<file path="src/rtl/hyperram_bus_arbiter_if.sv">
// Signal bundle between the HyperRAM bus arbiter and its two requesters.
// The slave modport is the arbiter's view; the master modport is the requesters' view.
interface hyperram_bus_arbiter_if;
    logic       ir_wr_req_i;
    logic       ir_wr_done_i;
    logic       rd_req_i;
    logic       rd_done_i;
    logic       rd_gnt_o;
    logic       rd_abort_o;
    logic       preempt_o;
    logic       which_wr_o;
    logic       frame_ready_o;
    logic [2:0] state_o;
    logic [7:0] abort_cnt_o;

    modport master (
        output ir_wr_req_i, ir_wr_done_i, rd_req_i, rd_done_i,
        input  rd_gnt_o, rd_abort_o, preempt_o, which_wr_o, frame_ready_o, state_o, abort_cnt_o
    );

    modport slave (
        input  ir_wr_req_i, ir_wr_done_i, rd_req_i, rd_done_i,
        output rd_gnt_o, rd_abort_o, preempt_o, which_wr_o, frame_ready_o, state_o, abort_cnt_o
    );
endinterface

</file>
<file path="src/rtl/hyperram_bus_arbiter.sv">
// Shares the HyperRAM pin bus between the IR capture FPGA (writer) and the local burst reader,
// with filtered IR strobes, turnaround gaps and a hard cap on local CE-low time.
module hyperram_bus_arbiter #(
    parameter int FILTER_LEN    = 20,
    parameter int TURN_CYC      = 4,
    parameter int MAX_BURST_CYC = 96
) (
    input  logic                  clk_48MHz,
    input  logic                  rst_n,
    hyperram_bus_arbiter_if.slave bus
);

    localparam int FW = $clog2(FILTER_LEN + 1);
    localparam int CW = $clog2(MAX_BURST_CYC + TURN_CYC + 1);

    typedef enum logic [2:0] {
        IR_OWN     = 3'd0,
        TURN_L     = 3'd1,
        LOCAL_OWN  = 3'd2,
        LOCAL_HOLD = 3'd3,
        TURN_I     = 3'd4
    } ArbState;

    ArbState         state;
    ArbState         stateNext;
    logic [1:0]      syncA;
    logic [1:0]      syncB;
    logic [1:0]      filt;
    logic [FW-1:0]   runCnt [2];
    logic [1:0]      filtRise;
    logic            reqF;
    logic            reqRise;
    logic            doneRise;
    logic            frameReady;
    logic [CW-1:0]   phaseCnt;
    logic [7:0]      abortCnt;
    logic            gnt;
    logic            whichWr;
    logic            abortPulse;
    logic            preempt;

    // Index 0 carries the IR write request, index 1 the IR write done strobe.
    always_ff @(posedge clk_48MHz or negedge rst_n) begin
        if (!rst_n) begin
            syncA     <= '0;
            syncB     <= '0;
            filt      <= '0;
            runCnt[0] <= '0;
            runCnt[1] <= '0;
        end else begin
            syncA <= {bus.ir_wr_done_i, bus.ir_wr_req_i};
            syncB <= syncA;
            for (int i = 0; i < 2; i++) begin
                if (syncB[i] == filt[i]) begin
                    runCnt[i] <= '0;
                end else if (runCnt[i] == FW'(FILTER_LEN - 1)) begin
                    filt[i]   <= syncB[i];
                    runCnt[i] <= '0;
                end else begin
                    runCnt[i] <= runCnt[i] + 1'b1;
                end
            end
        end
    end

    always_comb begin
        filtRise = '0;
        for (int i = 0; i < 2; i++) begin
            filtRise[i] = syncB[i] & ~filt[i] & (runCnt[i] == FW'(FILTER_LEN - 1));
        end
    end

    assign reqF     = filt[0];
    assign reqRise  = filtRise[0];
    assign doneRise = filtRise[1];

    // A new write request invalidates the frame even if a done edge lands in the same cycle.
    always_ff @(posedge clk_48MHz or negedge rst_n) begin
        if (!rst_n) begin
            frameReady <= 1'b0;
        end else if (reqRise) begin
            frameReady <= 1'b0;
        end else if (doneRise) begin
            frameReady <= 1'b1;
        end
    end

    always_ff @(posedge clk_48MHz or negedge rst_n) begin
        if (!rst_n) begin
            state    <= IR_OWN;
            phaseCnt <= '0;
            abortCnt <= '0;
        end else begin
            state <= stateNext;
            if (stateNext != state) begin
                phaseCnt <= '0;
            end else if (state == TURN_L || state == LOCAL_OWN || state == TURN_I) begin
                phaseCnt <= phaseCnt + 1'b1;
            end
            if (abortPulse && abortCnt != 8'hFF) begin
                abortCnt <= abortCnt + 1'b1;
            end
        end
    end

    // The local side owns the mux in every state except IR_OWN, so the grant never overlaps an IR-driven bus.
    always_comb begin
        stateNext  = state;
        gnt        = 1'b0;
        whichWr    = 1'b1;
        abortPulse = 1'b0;
        preempt    = 1'b0;
        case (state)
            IR_OWN: begin
                whichWr = 1'b0;
                if (frameReady && bus.rd_req_i && !reqF) stateNext = TURN_L;
            end
            TURN_L: begin
                if (phaseCnt == CW'(TURN_CYC - 1)) stateNext = LOCAL_OWN;
            end
            LOCAL_OWN: begin
                gnt     = 1'b1;
                preempt = reqF;
                if (bus.rd_done_i) begin
                    stateNext = LOCAL_HOLD;
                end else if (phaseCnt == CW'(MAX_BURST_CYC - 1)) begin
                    abortPulse = 1'b1;
                    stateNext  = LOCAL_HOLD;
                end
            end
            LOCAL_HOLD: begin
                if (reqF) begin
                    stateNext = TURN_I;
                end else if (bus.rd_req_i && frameReady) begin
                    stateNext = LOCAL_OWN;
                end
            end
            TURN_I: begin
                if (phaseCnt == CW'(TURN_CYC - 1)) stateNext = IR_OWN;
            end
            default: begin
                whichWr   = 1'b0;
                stateNext = IR_OWN;
            end
        endcase
    end

    assign bus.rd_gnt_o      = gnt;
    assign bus.rd_abort_o    = abortPulse;
    assign bus.preempt_o     = preempt;
    assign bus.which_wr_o    = whichWr;
    assign bus.frame_ready_o = frameReady;
    assign bus.state_o       = state;
    assign bus.abort_cnt_o   = abortCnt;

endmodule

</file>
<file path="src/flat_wrapper.sv">
// flat-port wrapper written by rule: the top's interface ports become plain ports
module hyperram_bus_arbiter_flat 
#(
    parameter int FILTER_LEN    = 20,
    parameter int TURN_CYC      = 4,
    parameter int MAX_BURST_CYC = 96
)
  (clk_48MHz, rst_n, bus_ir_wr_req_i, bus_ir_wr_done_i, bus_rd_req_i, bus_rd_done_i, bus_rd_gnt_o, bus_rd_abort_o, bus_preempt_o, bus_which_wr_o, bus_frame_ready_o, bus_state_o, bus_abort_cnt_o);
  hyperram_bus_arbiter_if bus_i ();
  input  logic clk_48MHz;
  input  logic rst_n;
  input wire logic [$bits(bus_i.ir_wr_req_i)-1:0] bus_ir_wr_req_i;
  input wire logic [$bits(bus_i.ir_wr_done_i)-1:0] bus_ir_wr_done_i;
  input wire logic [$bits(bus_i.rd_req_i)-1:0] bus_rd_req_i;
  input wire logic [$bits(bus_i.rd_done_i)-1:0] bus_rd_done_i;
  output wire logic [$bits(bus_i.rd_gnt_o)-1:0] bus_rd_gnt_o;
  output wire logic [$bits(bus_i.rd_abort_o)-1:0] bus_rd_abort_o;
  output wire logic [$bits(bus_i.preempt_o)-1:0] bus_preempt_o;
  output wire logic [$bits(bus_i.which_wr_o)-1:0] bus_which_wr_o;
  output wire logic [$bits(bus_i.frame_ready_o)-1:0] bus_frame_ready_o;
  output wire logic [$bits(bus_i.state_o)-1:0] bus_state_o;
  output wire logic [$bits(bus_i.abort_cnt_o)-1:0] bus_abort_cnt_o;
  assign bus_i.ir_wr_req_i = bus_ir_wr_req_i;
  assign bus_i.ir_wr_done_i = bus_ir_wr_done_i;
  assign bus_i.rd_req_i = bus_rd_req_i;
  assign bus_i.rd_done_i = bus_rd_done_i;
  assign bus_rd_gnt_o = bus_i.rd_gnt_o;
  assign bus_rd_abort_o = bus_i.rd_abort_o;
  assign bus_preempt_o = bus_i.preempt_o;
  assign bus_which_wr_o = bus_i.which_wr_o;
  assign bus_frame_ready_o = bus_i.frame_ready_o;
  assign bus_state_o = bus_i.state_o;
  assign bus_abort_cnt_o = bus_i.abort_cnt_o;
  hyperram_bus_arbiter #(.FILTER_LEN(FILTER_LEN), .TURN_CYC(TURN_CYC), .MAX_BURST_CYC(MAX_BURST_CYC)) u_core (.clk_48MHz(clk_48MHz), .rst_n(rst_n), .bus(bus_i));
endmodule
</file>
<file path="config.mk">
export PLATFORM = sky130hd
export DESIGN_NAME = hyperram_bus_arbiter_flat
export DESIGN_NICKNAME = d
export VERILOG_FILES = /design/src/rtl/hyperram_bus_arbiter_if.sv /design/src/rtl/hyperram_bus_arbiter.sv /design/src/flat_wrapper.sv
export SDC_FILE = /design/constraint.sdc
export NUM_CORES = 1
export LEC_CHECK = 0
export CORE_MARGIN = 2
export CORE_UTILIZATION = 54
export CTS_CLUSTER_SIZE = 25
export DETAILED_ROUTE_END_ITERATION = 16
export PLACE_DENSITY = 0.78
export SYNTH_ARGS = -nofsm -noshare
export SYNTH_HDL_FRONTEND = slang
export SYNTH_SLANG_ARGS = --single-unit
</file>
<file path="constraint.sdc">
create_clock -name clk_48MHz -period 2.62 [get_ports clk_48MHz]
set_clock_uncertainty 0.1 [all_clocks]
set_input_delay 0.262 -clock clk_48MHz [delete_from_list [all_inputs] [get_ports clk_48MHz]]
set_output_delay 0.262 -clock clk_48MHz [all_outputs]
set_load 0.005 [all_outputs]
</file>
; ---- After elaboration in Yosys (flattened, before gate mapping)
; Index checks and enable logic that the tools add are counted.
[word_totals]
register_bits = 35
inputBits = 6
out_inout_bits = 16
elab_cells = 68
[op_classes]
n_addsub = 4
eq_ne = 12
mux = 22
bitwise_logic = 8
reduce_logical = 12
[ops]
columns = cell, n
row1 = 3-bit two-way mux, 7
row2 = 5-bit two-way mux, 4
row3 = 3-bit one-hot mux with 5 select lines, 1
row4 = 7-bit two-way mux, 2
row5 = "5-bit by 1-bit adder with 5-bit output, second input constant", 2
row6 = "5-bit == test, second input constant", 2
row7 = "8-bit by 1-bit adder with 8-bit output, second input constant", 1
row8 = 1-bit two-way mux, 8
row9 = "8-bit != test, second input constant", 1
row10 = "7-bit by 1-bit adder with 7-bit output, second input constant", 1
row11 = "7-bit by 2-bit == test with 1-bit output, second input constant", 1
row12 = "7-bit == test, second input constant", 1
row13 = "3-bit by 2-bit == test with 1-bit output, second input constant", 2
row14 = 1-bit AND, 4
row15 = 1-bit inverter, 4
row16 = 2-bit AND reduction, 2
row17 = 2-bit nonzero test, 2
row18 = 4-bit OR reduction, 1
row19 = "3-bit by 1-bit == test with 1-bit output, second input constant", 1
row20 = "3-bit == test, second input constant", 1
row21 = 1-bit logical AND, 3
row22 = 3-bit logical NOT, 1
row23 = 3-bit != test, 1
row24 = 1-bit == test, 2
row25 = other kinds (2), 3

; ---- Depth between registers and ports, before layout
; Gate-level depths: netlist of run 1.
[logic_depth]
ltp_word = 6
ltp_mapped = 7
mapped_depth_nobuf = 6

; ---- Worst setup path before layout of run 1
; OpenSTA, ideal clock, no wires.
[synth_path]
path_kind = register -> register
from = register u_core.state[0] (netlist: u_core.bus.state_o[0])
to = register u_core.abortCnt[4] (netlist: u_core.bus.abort_cnt_o[4])
setup_time_ns = 0.125
arrival_time_ns = 1.935
required_time_ns = 2.395
path_slack_ns = 0.460
path_stages_with_launch = 8
path_buffers = 2
synth_period_minus_slack_ns = 2.160
cell_sequence = dfrtp_1 > buf_6 > or3b_1 > buf_2 > nor4_4 > o21ai_2 > or3_1 > xnor2_1
[synth_between]
elab_chain_len = 3
[synth_lines]
columns = element, line
row1 = "start, declared", hyperram_bus_arbiter.sv:24  ; ArbState state;
row2 = "start signal, assigned", hyperram_bus_arbiter.sv:94  ; state <= stateNext;
row3 = 3-bit by 2-bit == test with 1-bit output, hyperram_bus_arbiter.sv:113  ; case (state)
row4 = 1-bit two-way mux, hyperram_bus_arbiter.sv:113
row5 = via bus_rd_abort_o, flat_wrapper.sv:17  ; output wire logic [$bits(bus_i.rd_abort_o)-1:0] bus_rd_abort_o;
row6 = 1-bit logical AND, hyperram_bus_arbiter.sv:100  ; if (abortPulse && abortCnt != 8'hFF) begin
row7 = "end signal, assigned", hyperram_bus_arbiter.sv:101  ; abortCnt <= abortCnt + 1'b1;
row8 = "end, declared", hyperram_bus_arbiter.sv:36  ; logic [7:0] abortCnt;
; The timed path passes the listed nets, and every way through them passes these cells.
; A chain may end at the register's enable or synchronous reset.

; ---- Final worst setup path of run 1
[layout_path]
from = register u_core.state[1] (netlist: u_core.bus.state_o[1])
to = output bus_rd_abort_o
[layout_between]
elab_chain_len = 2
[layout_lines]
columns = element, line
row1 = 3-bit by 2-bit == test with 1-bit output, hyperram_bus_arbiter.sv:113
row2 = 1-bit two-way mux, hyperram_bus_arbiter.sv:113
row3 = "end, declared", flat_wrapper.sv:17
; Every way passes these cells.

==> impl_metrics.tcl, run 1 <==
set metrics [dict create \
    status "finished, final reports clean" \
    die_width_um 60.1 \
    synth.top_cell.area_share_pct 51.5 \
    port_buffers 21 \
    cts_max_level 2 \
    synth_warnings 0 \
    finalHoldViolCount 0 \
    root_buffer "clkbuf_4" \
    dpl.hpwl_um 2420 \
    synth-edff-count 0 \
    synth-seq-area-share_pct 51.5 \
    hp-class "input port to asynchronous set/reset pin" \
    slew_headroom_pct 66.5 \
    syn2layout_area_growth_pct 22.1 \
    path_class "register to primary output" \
    setup_viol 0 \
    cts.clk_slew.worst_paths_ns 0.11 \
    period_share_pct 95.9 \
    p_total_uw 1180 \
    grt_use_total_pct 22.1 \
    ant_nets 0 \
    syn_inst 162 \
    p_int_uw 916 \
    vias 1298 \
    cp-endpoint "bus_rd_abort_o" \
    end_kind "primary output" \
    swShare_pct 22.3 \
    fmax_mhz 398 \
    clkLatencyLatePin_ns 0.35 \
    grt.overflow.total 0 \
    ys_top_cells_by_count "35 x dfrtp_1, 19 x nor2_1, 13 x nand2_1" \
    drt_iter0_drc 72 \
    worst_pin_slew_ns 0.499 \
    pin_count 22 \
    ys_ff_latch 35 \
    yosysMostFrequentCell "dfrtp_1" \
    p_seq_share_pct 49.6 \
    r2r_setup_slack_ns 0.49 \
    synthTopCellsByArea "dfrtp_1 52%, xnor2_1 5.2%, xor2_1 4.6%" \
    place.gp.congestion 0.833 \
    period_needed_ns 2.51 \
    wire_per_inst_um 14.1 \
    worst_setup_path_start_kind "register" \
    final-max-slew-violation-count 0 \
    utilization_pct 68.5 \
    rsz0062_at_grt "false" \
    drc 0 \
    syn-cell-area_sq_um 1700 \
    initial_core_util_pct 56.1 \
    cts_tree "built" \
    cts_setup_buffers 0 \
    arrival_ns 2.15 \
    rr_endpoint "u_core.bus.abort_cnt_o[4]" \
    antenna_found_initial 0 \
    max-clock-path-buffers 2 \
    final_layout_size_suffix_gt1_share_pct 10.5 \
    core_area_sq_um 3030 \
    dieHeight_um 60.1 \
    avgSynthCellArea_sq_um 10.5 \
    n_antenna_cell 0 \
    regToRegStartpoint "u_core.bus.state_o[1]" \
    cp_max_fo 8 \
    cap_viol_max_count 0 \
    ctsHoldBuffers 0 \
    final_nets 202 \
    numCtsBuffers 5 \
    firstDrtPassIters 4 \
    yosys.area.top_type "dfrtp_1" \
    p_leak_uw 0.000909 \
    syn_nets 174 \
    routed_wl_um 3310 \
    required_ns 2.26 \
    grt_max_degree 36 \
    vias_per_cell 5.52 \
    synth.distinct_cells 34 \
    p_sw_uw 262 \
    synth-async-reset-ratio_pct 100 \
    clkPwrFrac_pct 40.7 \
    dieArea_sq_um 3610 \
    synthFlopType "dfrtp_1" \
    fin_hold_ws_ns 0.205 \
    ir_worst_vdd_mv 0.585 \
    grt_pass1_wl_um 5640 \
    rows 20 \
    clock-sinks 35 \
    pwr_density_cell_nw_per_um2 568 \
    grt_pass1_vias 1297 \
    cp-startpoint "u_core.bus.state_o[1]" \
    p_comb_share_pct 9.7 \
    worstRegToRegCells 5 \
    tns_ns 0 \
]
## layout make-up
class / count / area [sq um]
clock buffer: 6 / 41.3
timing repair buffer: 25 / 240
tap: 44 / 55.1
sequential: 35 / 877
fill: 264 / 953
clock inverter: 2 / 60.1
inverter: 9 / 33.8
multi-input combinational: 114 / 767
## routing by layer
layer	GRT usage (%)	part of all wire, %	vias to the layer above
met4	8.57	2.3	0
met1	24.5	43	637
li1	-	-	621
met5	0	0	-
met2	38.4	51	30
met3	7.79	4.1	10
## metrics by stage
step / instances / area (sq um) / worst slack, ns
2_1_floorplan: 162 / 1700 / 0.460
3_3_place_gp: 227 / 1970 / 0.412
3_5_place_dp: 227 / 1970 / 0.359
4_1_cts: 235 / 2070 / 0.0171
5_1_grt: 235 / 2070 / 0.0141
6_report: 235 / 2070 / 0.107
## timing repair
| item | in CTS | in global routing |
|---|---|---|
| gates resized for setup | 1 | 1 |
| setup endpoints to repair | 1 | 1 |
| pin swaps | 0 | 0 |
## cell families after synthesis
group                      share of synthesized area, %
xor gates and xnor gates                           9.79
and+or+nand+nor                                    20.0
AOI/OAI and AO/OA                                  6.48
muxes                                              4.34
buffers and inverters                              3.46
DFF                                                51.5
adders and majority gates                          4.42
## power by group through the flow
stage | Clock, uW | Sequential [uW] | Combinational, uW
finish | 480 | 585 | 114
global route | 518 | 588 | 129
CTS | 490 | 585 | 116
detailed placement | 0 | 596 | 114
global placement | 0 | 592 | 105
floorplan | 0 | 591 | 68.6
## worst max-delay path, stage by stage (launching register included)
cell             delay [ns]
dfrtp_2                0.45
or3b_4                 0.45
nor4_4                 0.34
clkdlybuf4s50_1        0.56
## flip-flops by register name (all words and copies together) (netlist names)
| register | flops |
|---|---|
| u_core.filt | 2 |
| u_core.phaseCnt | 7 |
| u_core.bus.frame_ready_o | 1 |
| u_core.bus.state_o | 3 |
| u_core.bus.abort_cnt_o | 8 |
| u_core.runCnt | 10 |
| u_core.syncB | 2 |
| u_core.syncA | 2 |
## worst min path at each step
stage,slack [ns],endpoint,cells after the start
finish,0.20,u_core.runCnt[7],2
global route,0.22,u_core.syncA[1],1
CTS,0.22,u_core.runCnt[9],2
detailed placement,0.24,u_core.syncB[0],0
global placement,0.23,u_core.syncB[0],0
floorplan,-0.13,u_core.bus.abort_cnt_o[0],0
## placed cells by master (no fill, tap or decap), drive strengths merged, types with 2 or more instances in the layout
master / instances
dfrtp: 35
clkdlybuf4s50: 21
nor2: 19
nand2: 13
xnor2: 10
inv: 9
nor3: 9
xor2: 9
nand3: 6
nand4: 6
ha: 6
clkbuf: 6
o21ai: 6
a21oi: 4
mux2i: 4
buf: 4
mux2: 3
nor4: 3
nor3b: 2
a22oi: 2
bufinv: 2
or3b: 2
(Power assumes the default switching activity.)
==> run 2: changes to the inputs <==
--- a/config.mk
+++ b/config.mk
@@ -9,6 +9,7 @@
 export CORE_UTILIZATION = 54
 export CTS_CLUSTER_SIZE = 25
 export DETAILED_ROUTE_END_ITERATION = 16
+export MAX_ROUTING_LAYER = met4
 export PLACE_DENSITY = 0.78
 export SYNTH_ARGS = -nofsm -noshare
 export SYNTH_HDL_FRONTEND = slang
==> impl_metrics.tcl, run 2 (synthesized netlist as in run 1, its figures left out) <==
set metrics [dict create \
    finalHoldViolCount 0 \
    firstDrtPassIters 4 \
    pin_count 22 \
    fmax_mhz 398 \
    clkLatencyLatePin_ns 0.35 \
    arrival_ns 2.15 \
    grt_pass1_vias 1297 \
    vias 1298 \
    rows 20 \
    ctsResizeCount 1 \
    numCtsBuffers 5 \
    grt_max_degree 36 \
    drc 0 \
    utilization_pct 68.5 \
    dpl.hpwl_um 2420 \
    ctsHoldBuffers 0 \
    grt_pass1_wl_um 5640 \
    top_register "u_core.runCnt" \
    ir_worst_vdd_mv 0.585 \
    root_buffer "clkbuf_4" \
    vias_per_cell 5.52 \
    clock-sinks 35 \
    pwr_density_cell_nw_per_um2 568 \
    final-seq-area_sq_um 877 \
    cpPeakStageDelay_ns 0.56 \
    multiInputGateArea_sq_um 767 \
    n_antenna_cell 0 \
    cpLargestDelayFamily "simple AND/OR/NAND/NOR gates" \
    required_ns 2.26 \
    final_common_cell "dfrtp_1" \
    path_class "register to primary output" \
    cts_max_level 2 \
    slew_headroom_pct 66.5 \
    cap_viol_max_count 0 \
    cp_max_fo 8 \
    grt_use_total_pct 22.7 \
    dieArea_sq_um 3610 \
    initial_core_util_pct 56.1 \
    rsz0062_at_grt "false" \
    final-max-slew-violation-count 0 \
    end_kind "primary output" \
    final_layout_size_suffix_gt1_share_pct 10.5 \
    cts_tree "built" \
    cts_setup_buffers 0 \
    antenna_found_initial 0 \
    cp_slowest_cell "clkdlybuf4s50_1" \
    dieHeight_um 60.1 \
    cts.clk_slew.worst_paths_ns 0.11 \
    hp-class "input port to asynchronous set/reset pin" \
    routed_wl_um 3300 \
    max-clock-path-buffers 2 \
    status "finished, final reports clean" \
    p_leak_uw 0.000909 \
    worst_setup_path_start_kind "register" \
    period_needed_ns 2.51 \
    fin_cells 235 \
    place.gp.congestion 0.845 \
    largest_register_ffs 10 \
    core_area_sq_um 3030 \
    drt_iter0_drc 69 \
    ant_nets 0 \
    port_buffers 21 \
    worst_pin_slew_ns 0.499 \
    wire_per_inst_um 14.1 \
    dp_cells 227 \
    die_width_um 60.1 \
    fill_cells 264 \
    final_nets 202 \
    worst-path-buf-inv 1 \
    syn2layout_area_growth_pct 22.1 \
    path_cells "or3b_4 -> nor4_4 -> clkdlybuf4s50_1" \
    tns_ns 0 \
    period_share_pct 95.9 \
    grt.overflow.total 0 \
    final_cell_mix "34 x dfrtp_1, 21 x clkdlybuf4s50_1, 19 x nor2_1" \
    setup_viol 0 \
]
run 2: metrics by stage:
stage          setup slack (ns)  hold slack, ns  cell area, sq um  total power, uW
2_1_floorplan             0.460          -0.134              1700              659
5_1_grt                  0.0141           0.224              2070             1230
6_report                  0.107           0.204              2070             1180
3_3_place_gp              0.412           0.234              1970              697
3_5_place_dp              0.359           0.236              1970              710
4_1_cts                  0.0171           0.216              2070             1190
run 2: layout make-up:
cell class | instances | share of cell area, %
clock inverter | 2 | 2.90
multi-input combinational | 114 | 37.0
sequential | 35 | 42.3
timing repair buffer | 25 | 11.6
tap | 44 | 2.65
clock buffer | 6 | 1.99
inverter | 9 | 1.63
run 2: worst paths after layout:
check,from,end,slack [ns],cells past startpoint
max,u_core.bus.state_o[1],bus_rd_abort_o,0.11,3
min,rst_n,u_core.runCnt[7],0.20,2
max reg2reg,u_core.bus.state_o[1],u_core.bus.abort_cnt_o[4],0.49,5
min reg2reg,u_core.syncA[0],u_core.syncB[0],0.26,0
max in group asynchronous,rst_n,u_core.bus.state_o[1],1.88,2
min in group clk_48MHz,bus_ir_wr_done_i,u_core.syncA[1],0.25,1
run 2: report_power, final:
group          total (uW)  internal [uW]  switching (uW)  leakage, uW
clock                 480            298             182    0.0000525
combinational         114           54.1            59.9     0.000398
sequential            585            564            20.7     0.000458
run 2: per-layer routing:
metal	wire [um]	up-vias	global-route usage, %
li1	-	621	-
met1	1420	637	24.5
met2	1670	30	38.4
met3	134	10	7.79
met4	74	0	8.57
met5	0	-	-
run 2: worst register-to-register path: stages (launching register included):
cell and delay [ns]:
dfrtp_2 0.45, or3b_4 0.45, nor4_4 0.34, o21ai_2 0.19, or3_1 0.36, xnor2_1 0.14
==> run 3: changes to the inputs <==
==> constraint.sdc (replaced) <==
create_clock -name clk_48MHz -period 2.5 [get_ports clk_48MHz]
set_clock_uncertainty 0.1 [all_clocks]
set_input_delay 0.25 -clock clk_48MHz [delete_from_list [all_inputs] [get_ports clk_48MHz]]
set_output_delay 0.25 -clock clk_48MHz [all_outputs]
set_load 0.005 [all_outputs]
==> impl_metrics.tcl, run 3 (synthesized netlist as in run 1, its figures left out) <==
set metrics [dict create \
    cp_max_fo 5 \
    finalHoldViolCount 0 \
    dr_wl_met3_um 131 \
    vias_per_cell 5.38 \
    drt_iter0_drc 66 \
    rows 20 \
    cts.clk_slew.worst_paths_ns 0.11 \
    grt_pass1_vias 1285 \
    initial_core_util_pct 56.1 \
    final-max-slew-violation-count 0 \
    grt_use_total_pct 20.9 \
    clkLatencyLatePin_ns 0.34 \
    utilization_pct 69.0 \
    required_ns 2.15 \
    routedLengthMet1_um 1400 \
    tns_ns 0 \
    pin_count 22 \
    period_share_pct 85.9 \
    routed_wl_um 3160 \
    hp-class "input port to asynchronous set/reset pin" \
    status "finished, final reports clean" \
    place.gp.congestion 0.830 \
    worstRegToRegCells 7 \
    syn2layout_area_growth_pct 23.0 \
    ant_nets 0 \
    port_buffers 21 \
    top_layer "met4" \
    period_needed_ns 2.15 \
    regToRegStartpoint "u_core.phaseCnt[0]" \
    numCtsBuffers 5 \
    rsz0062_at_grt "false" \
    n_antenna_cell 0 \
    final_nets 204 \
    multiInputGateArea_sq_um 767 \
    cts_max_level 2 \
    cts_tree "built" \
    worst_setup_path_start_kind "register" \
    dieArea_sq_um 3610 \
    grt_max_degree 36 \
    final-seq-area_sq_um 876 \
    clock-sinks 35 \
    dieHeight_um 60.1 \
    cap_viol_max_count 0 \
    worst_pin_slew_ns 0.467 \
    slew_headroom_pct 68.6 \
    final_cell_mix "35 x dfrtp_1, 20 x clkdlybuf4s50_1, 19 x nor2_1" \
    wire_per_inst_um 13.3 \
    fill_cells 236 \
    firstDrtPassIters 4 \
    antenna_found_initial 0 \
    pwr_density_cell_nw_per_um2 588 \
    drc 0 \
    setup_viol 0 \
    path_class "register to primary output" \
    p_leak_uw 0.000937 \
    largest_register_ffs 10 \
    rr_endpoint "u_core.bus.abort_cnt_o[4]" \
    end_kind "primary output" \
    final_layout_size_suffix_gt1_share_pct 10.9 \
    root_buffer "clkbuf_4" \
    r2r_setup_slack_ns 0.42 \
    core_area_sq_um 3030 \
    die_width_um 60.1 \
    top_register "u_core.runCnt" \
    ctsHoldBuffers 0 \
    wl_met2_um 1590 \
    arrival_ns 1.80 \
    dpl.hpwl_um 2280 \
    grt.overflow.total 0 \
    grt_pass1_wl_um 5400 \
    fmax_mhz 466 \
    vias 1274 \
    final_common_cell "dfrtp_1" \
    ir_worst_vdd_mv 0.438 \
    max-clock-path-buffers 2 \
]
[run 3: cell types whose count changed in the layout (fill, tap and decap cells not counted)]
cell	delta
dfrtp_1	+1
dlymetal6s2s_1	+1
clkdlybuf4s50_1	-1
buf_4	+2
dfrtp_2	-1
[run 3: how the worst max path moves through the flow]
stage	startpoint	slack (ns)	cells after the start	to
detailed placement	u_core.bus.state_o[0]	0.37	3	bus_rd_abort_o
finish	u_core.bus.state_o[0]	0.35	3	bus_preempt_o
floorplan	u_core.bus.state_o[0]	0.34	7	u_core.bus.abort_cnt_o[4]
global placement	u_core.bus.state_o[0]	0.39	3	bus_rd_abort_o
global route	u_core.phaseCnt[0]	0.22	7	u_core.phaseCnt[6]
CTS	u_core.bus.state_o[0]	0.03	3	bus_rd_abort_o
[run 3: report_power, final]
group	internal, uW	switching (uW)	total (uW)
Combinational	55.0	58.7	114
Clock	312	191	503
Sequential	591	20.4	612
Total	958	270	1230
[run 3: area by class of cell]
type	count	share of cell area [%]
flip-flops and latches	35	41.9
clock buffers	6	1.97
clock inverters	2	2.87
multi-input cells	114	36.7
repair buffers	27	12.3
inverters	9	1.62
well taps	44	2.63
[run 3: critical path, stage by stage (launching register included)]
cell,delay (ns)
dfrtp_1,0.40
or3b_4,0.44
nor2_1,0.11
clkdlybuf4s50_1,0.51
[run 3: per-stage QoR]
stage / instances / hold slack [ns] / setup WS [ns] / instance area [sq um] / total power (uW)
global placement: 228 / 0.233 / 0.387 / 1980 / 730
finish: 237 / 0.204 / 0.352 / 2090 / 1230
global route: 237 / 0.232 / 0.222 / 2090 / 1280
floorplan: 162 / -0.146 / 0.340 / 1700 / 691
CTS: 236 / 0.203 / 0.0268 / 2080 / 1250
detailed placement: 228 / 0.235 / 0.373 / 1980 / 737
[run 3: layer usage]
layer | vias to the layer above | track usage [%]
met1 | 622 | 24.4
met4 | 0 | 11.4
met3 | 4 | 3.90
met2 | 28 | 34.0
li1 | 620 | -
met5 | - | -
[run 3: repair_timing]
action	4_1_cts	5_1_grt
pin swaps	0	1
setup buffers	0	1
gates resized for setup	1	1
endpoints found under the setup margin	1	1
